`config.mk`:
```
export PLATFORM = sky130hd
export DESIGN_NAME = ecc32_encoder_tx
export DESIGN_NICKNAME = d
export VERILOG_FILES = /design/src/rtl/ecc32_encoder_tx.sv
export SDC_FILE = /design/constraint.sdc
export NUM_CORES = 1
export LEC_CHECK = 0
export CORE_UTILIZATION = 24
export DETAILED_ROUTE_END_ITERATION = 10
export GPL_TIMING_DRIVEN = 0
export PLACE_DENSITY = 0.52
export SETUP_SLACK_MARGIN = 0.02
export SLEW_MARGIN = 10
export SYNTH_ARGS = -nofsm -noshare
export SYNTH_HDL_FRONTEND = slang
export SYNTH_SLANG_ARGS = --single-unit
```
`constraint.sdc`:
```
create_clock -name clock -period 3.3 [get_ports clock]
set_input_delay 0.495 -clock clock [delete_from_list [all_inputs] [get_ports clock]]
set_output_delay 0.495 -clock clock [all_outputs]
set_load 0.005 [all_outputs]
```
`src/rtl/ecc32_encoder_tx.sv`:
```
// Transmit-side ECC 32/7 encoder for the ALCT data path.
// Computes SEC-DED Hamming parity for each accepted word, buffers word and
// parity in a 2-entry FIFO with valid/ready on both sides, supports one-shot
// error injection for link/decoder self-test and counts words sent.
module ecc32_encoder_tx #(
    parameter int CNT_W = 16
) (
    input  logic             clock,
    input  logic             reset_n,
    input  logic [31:0]      din,
    input  logic             din_valid,
    output logic             din_ready,
    output logic [31:0]      enc_data,
    output logic [6:0]       enc_parity,
    output logic             enc_valid,
    input  logic             enc_ready,
    input  logic             inj_arm,
    input  logic [1:0]       inj_mode,
    input  logic [4:0]       inj_bit,
    output logic             inj_armed,
    output logic             inj_done,
    input  logic             cnt_clr,
    output logic [CNT_W-1:0] word_cnt
);

    typedef enum logic [1:0] {
        INJ_NONE  = 2'b00,
        INJ_DATA1 = 2'b01,
        INJ_DATA2 = 2'b10,
        INJ_CHECK = 2'b11
    } inj_mode_e;

    typedef struct packed {
        logic [31:0] data;
        logic [6:0]  parity;
        logic        inj;
    } entry_t;

    // Data-bit coverage of each Hamming check bit (must match the ecc32 decoder).
    localparam logic [31:0] P0_MASK = 32'h56AA_AD5B;
    localparam logic [31:0] P1_MASK = 32'h9B33_366D;
    localparam logic [31:0] P2_MASK = 32'hE3C3_C78E;
    localparam logic [31:0] P3_MASK = 32'h03FC_07F0;
    localparam logic [31:0] P4_MASK = 32'h03FF_F800;
    localparam logic [31:0] P5_MASK = 32'hFC00_0000;

    function automatic logic [6:0] calc_parity(input logic [31:0] d);
        logic [5:0] p;
        p[0] = ^(d & P0_MASK);
        p[1] = ^(d & P1_MASK);
        p[2] = ^(d & P2_MASK);
        p[3] = ^(d & P3_MASK);
        p[4] = ^(d & P4_MASK);
        p[5] = ^(d & P5_MASK);
        // Overall parity spans data and the six Hamming bits for double-error detection.
        return {(^d) ^ (^p), p};
    endfunction

    // Slot 0 is always the head; slot 1 only holds a word at occupancy 2.
    entry_t           head_q, head_d;
    entry_t           tail_q, tail_d;
    logic [1:0]       occ_q, occ_d;
    logic             armed_q, armed_d;
    logic             done_q, done_d;
    logic [CNT_W-1:0] cnt_q, cnt_d;

    logic             accept;
    logic             pop;
    logic [4:0]       bit_nxt;
    entry_t           new_entry;

    assign din_ready  = (occ_q != 2'd2);
    assign enc_valid  = (occ_q != 2'd0);
    assign enc_data   = head_q.data;
    assign enc_parity = head_q.parity;
    assign inj_armed  = armed_q;
    assign inj_done   = done_q;
    assign word_cnt   = cnt_q;

    // Build the incoming entry: encode din and apply any pending injection mask.
    always_comb begin
        // NOTE: combinational logic uses blocking assignments, and every output gets a
        // default first so no path leaves it unassigned (which would infer a latch).
        accept    = din_valid && din_ready;
        bit_nxt   = inj_bit + 5'd1;   // 5-bit wrap gives (inj_bit+1) mod 32
        new_entry = '{data: din, parity: calc_parity(din), inj: 1'b0};
        if (accept && armed_q) begin
            new_entry.inj = 1'b1;
            unique case (inj_mode_e'(inj_mode))
                INJ_DATA1: new_entry.data = din ^ (32'd1 << inj_bit);
                INJ_DATA2: new_entry.data = din ^ (32'd1 << inj_bit) ^ (32'd1 << bit_nxt);
                INJ_CHECK: begin
                    // Index 7 addresses no check bit, so it flips nothing.
                    if (inj_bit[2:0] != 3'd7) begin
                        new_entry.parity[inj_bit[2:0]] = ~new_entry.parity[inj_bit[2:0]];
                    end
                end
                default: ;  // INJ_NONE: consume the arm without flipping anything
            endcase
        end
    end

    // Queue, injection and counter next-state.
    always_comb begin
        pop     = enc_valid && enc_ready;
        head_d  = head_q;
        tail_d  = tail_q;
        occ_d   = occ_q;

        case (occ_q)
            2'd0: begin
                if (accept) begin
                    head_d = new_entry;
                    occ_d  = 2'd1;
                end
            end
            2'd1: begin
                case ({accept, pop})
                    2'b10: begin
                        tail_d = new_entry;
                        occ_d  = 2'd2;
                    end
                    2'b01: occ_d = 2'd0;        // head keeps its value while empty
                    2'b11: head_d = new_entry;  // old head leaves, new word takes its place
                    default: ;
                endcase
            end
            2'd2: begin
                if (pop) begin
                    head_d = tail_q;
                    occ_d  = 2'd1;
                end
            end
            default: occ_d = occ_q;
        endcase

        // An arm that coincides with an accept while unarmed applies to the next word.
        if (accept && armed_q) begin
            armed_d = 1'b0;
        end else if (inj_arm) begin
            armed_d = 1'b1;
        end else begin
            armed_d = armed_q;
        end

        done_d = pop && head_q.inj;

        if (cnt_clr) begin
            cnt_d = '0;
        end else if (pop && (cnt_q != {CNT_W{1'b1}})) begin
            cnt_d = cnt_q + 1'b1;
        end else begin
            cnt_d = cnt_q;
        end
    end

    // State registers; reset flushes the queue and any pending arm.
    always_ff @(posedge clock or negedge reset_n) begin
        if (!reset_n) begin
            // NOTE: the queue storage is reset because enc_data/enc_parity expose the
            // head slot directly and must read 0 out of reset.
            head_q  <= '0;
            tail_q  <= '0;
            occ_q   <= 2'd0;
            armed_q <= 1'b0;
            done_q  <= 1'b0;
            cnt_q   <= '0;
        end else begin
            head_q  <= head_d;
            tail_q  <= tail_d;
            occ_q   <= occ_d;
            armed_q <= armed_d;
            done_q  <= done_d;
            cnt_q   <= cnt_d;
        end
    end

endmodule
```
==> metrics.csv <==
metric;value;unit
average cell area after synthesis;8.63;um^2
proportion of synthesized flip-flops having asynchronous set or reset;100;%
area of the die;32400;um^2
Congestion Overflow GR;0;
Via-to-Cell Ratio;5.14;
endpoints failing setup;0;
sequential cell area fraction in the yosys report;32.9;%
number of buffers added by the clock tree synthesis step;9;
initial core utilization;24.6;%
kind of cell adding the most delay to the critical path;buffers and inverters;
Power Density;682;nW/um^2
maximum number of pins on one net before global-route repair;84;
top_reg_cell synth;sky130_fd_sc_hd__dfrtp_1;
cell count after synthesis;881;
clock insertion delay at the later pin of the skew report;0.34;ns
cells along the critical path;clkdlybuf4s50_1 > clkbuf_2 > nand2_1 > inv_1 > ha_1 > nand2b_1 > nor4_2 > xnor3_1 > xnor3_1 > xnor3_1 > a221o_1;
vias in the first global route;6819;
Post-DRT Antenna Nets;0;
category of the critical setup timing path;in -> reg;
Clk pin slew, worst setup/hold paths;0.07;ns
cell count after placement;1374;
Critical Path Most Common Cell;sky130_fd_sc_hd__xnor3_1;
final critical-path required period;3.18;ns
adder-cell share of the synthesized area;1.48;%
delay contributed by the slowest stage of the critical path;0.48;ns
dominant combinational cell family by area after synthesis;compound AO/OA/AOI/OAI gates;
Yosys reg bits;100;
Max Buffers Root-to-Sink;2;
CTS tree;built;
number of enable flip-flop cells after synthesis;0;
Layout fillers;3292;
ant diodes;0;
Port-buffer cells;96;
final period utilization;96.4;%
Layout area overhead;26.6;%
Worst Tran Pin Value;1.03;ns
highest attainable clock frequency;314;MHz
Wirelength per Cell;20.4;um
CP Data Arrival Time;3.41;ns
DPL Wire Length;22300;um
path category of the worst min-delay check;reg -> reg;
top-area cell type share of the netlist area;32.9;%
number of remaining DRC errors;0;
number of violations of the max-capacitance limit;0;
Max Clock Skew;0.0114;ns
Req. time, crit path;3.53;ns
outcome;completed;
synthesis warning total;0;
Slowest cell on crit path;sky130_fd_sc_hd__clkdlybuf4s50_1;
fraction of final layout cells sized beyond drive strength 1;12.5;%
Critical Path Sink Type;register;
first-pass GRT wire length;43400;um
aggregate global-route resource usage;17.5;%
number of buffer and inverter instances along the worst setup path;3;
synth unique cells;62;
basic-gate share of the synthesized area counting and, or, nand and nor cells;18.6;%
sinks on the clock net;100;
number of antenna violations at the first check in global routing;0;
net total in the final layout;1044;
worst vdd ir;294;uV
headroom to the max-slew limit;31.3;%
Detailed Route Iter0 Violations;790;
number of failing hold endpoints at the final stage;0;
startpoint kind of the worst setup timing path;primary input;
cell type with the highest aggregate area in the netlist;sky130_fd_sc_hd__dfrtp_1;
synthesized cell area;7610;um^2
clk root buf;sky130_fd_sc_hd__clkbuf_16;
site row count;64;
Die Span X;180;um
DIE HEIGHT;180;um
nets in the synthesized netlist;935;
Overall Power;6570;uW
leakage power figure;0.00382;uW
Synth area leaders;sky130_fd_sc_hd__dfrtp_1 (33%), sky130_fd_sc_hd__xnor2_1 (6.1%), sky130_fd_sc_hd__xnor3_1 (5.0%);
fraction of synthesized cell area in xor and xnor cells;14.9;%
count of placed standard cells in the final layout, fillers left out;1391;
share of cell area taken by muxes after synthesis;2.83;%
number of detailed-route iterations in the first pass;5;
critical-path maximum fanout;10;
DRT Wirelength;28400;um
Std-Cell Core Area;30900;um^2
synthesized-area fraction occupied by ao, oa, aoi and oai cells;21.1;%
final max-slew violation count;0;
number of levels the H-tree was split into;3;
routability congestion estimate from global placement;0.896;
vias post-DR;7156;
I/O pins;104;
[power by group]
part           total, uW  switching [uW]  internal [uW]  leakage [uW]
clock network       1150             465            689      0.000160
registers           2040             313           1730       0.00123
logic               3370            1650           1710       0.00244
total               6570            2430           4140       0.00382
[synth_stat cells, types with 14 or more instances]
cell and n:
sky130_fd_sc_hd__nor2_1 81, sky130_fd_sc_hd__xor2_1 27, sky130_fd_sc_hd__nand3_1 18, sky130_fd_sc_hd__nand2b_1 14, sky130_fd_sc_hd__xnor2_1 53, sky130_fd_sc_hd__dfrtp_1 100, sky130_fd_sc_hd__a211oi_1 15, sky130_fd_sc_hd__nand2_1 61
sky130_fd_sc_hd__clkbuf_1 69, sky130_fd_sc_hd__a31oi_1 14, sky130_fd_sc_hd__nor3_1 17, sky130_fd_sc_hd__o21ai_0 54, sky130_fd_sc_hd__a21oi_1 73, sky130_fd_sc_hd__xnor3_1 17, sky130_fd_sc_hd__o211ai_1 14, sky130_fd_sc_hd__buf_4 39
[cells in the final DEF, fill, tap and decap left out, drive strengths merged, types with 18 or more instances in the layout]
cell,instances
buf,51
dfrtp,100
nor2,81
xor2,27
xnor2,53
clkbuf,76
nand3,18
o21ai,54
xnor3,18
clkdlybuf4s50,93
nand2,61
a21oi,73
[path summary, 6_finish.rpt]
check                                 to  startpoint  slack [ns]  depth (start not counted)
setup / recovery           enc_parity[6]  inj_bit[0]        0.12                         11
hold / removal                tail_q[19]  tail_q[19]        0.48                          2
setup reg to reg              tail_q[34]    occ_q[1]        0.18                         10
hold reg to reg               tail_q[19]  tail_q[19]        0.48                          2
max in group asynchronous       occ_q[0]     reset_n        2.08                          3
min in group asynchronous    enc_data[0]     reset_n        0.55                          2
[routing by layer]
metal | global-route usage, % | vias up | wire, um
met1 | 25.5 | 3459 | 13300
met3 | 2.87 | 43 | 2070
met5 | 0 | - | 0
li1 | - | 3358 | -
met2 | 26.4 | 296 | 12400
met4 | 5.33 | 0 | 622
[logic make-up after synthesis]
group,count (synthesis)
AND/OR/NAND/NOR,278
adder cells (fa/ha/maj),9
multiplexers,20
AO/OA/AOI/OAI,249
XOR/XNOR,99
flip-flops,100
buffers and inverters,126
[layout make-up]
| type | count | area (um^2) | share of cell area [%] |
|---|---|---|---|
| multi-input cells | 655 | 4620 | 48.0 |
| flip-flops and latches | 100 | 2500 | 26.0 |
| repair buffers | 100 | 1010 | 10.5 |
| plain buffers | 112 | 629 | 6.53 |
| well taps | 396 | 495 | 5.14 |
| clock buffers | 11 | 243 | 2.52 |
| clock inverters | 5 | 82.6 | 0.857 |
| inverters | 12 | 45.0 | 0.468 |
[state kept, by name (all words and copies together) (netlist names)]
name        flops
head_q          1
tail_q         40
enc_data       32
inj_armed       1
occ_q           2
word_cnt       16
inj_done        1
enc_parity      7
[metrics by stage]
stage	hold slack, ns	worst slack (ns)	instance area, um^2	utilization [%]	TNS (ns)
after global placement	0.458	-2.35	9060	29.3	-310.20
final	0.476	0.118	9630	31.2	0
after detailed placement	0.350	-1.53	9090	29.4	-74.13
after floorplan	0.199	0.327	7610	-	0
after CTS	0.481	0.00920	9570	31.0	0
after global routing	0.490	-0.0104	9630	31.2	-0.0104
[tightest hold or removal path: stages (launching register included)]
cell	delay, ns
sky130_fd_sc_hd__dfrtp_1	0.34
sky130_fd_sc_hd__nand2_1	0.05
sky130_fd_sc_hd__o21ai_0	0.06
[repair_timing]
action	in CTS	in global routing
pin swaps	0	2
endpoints found under the setup margin	76	65
setup buffers	0	2
hold endpoints to repair	17	0
hold buffers	1	0
resized for setup	45	32
(Power assumes the default switching activity.)
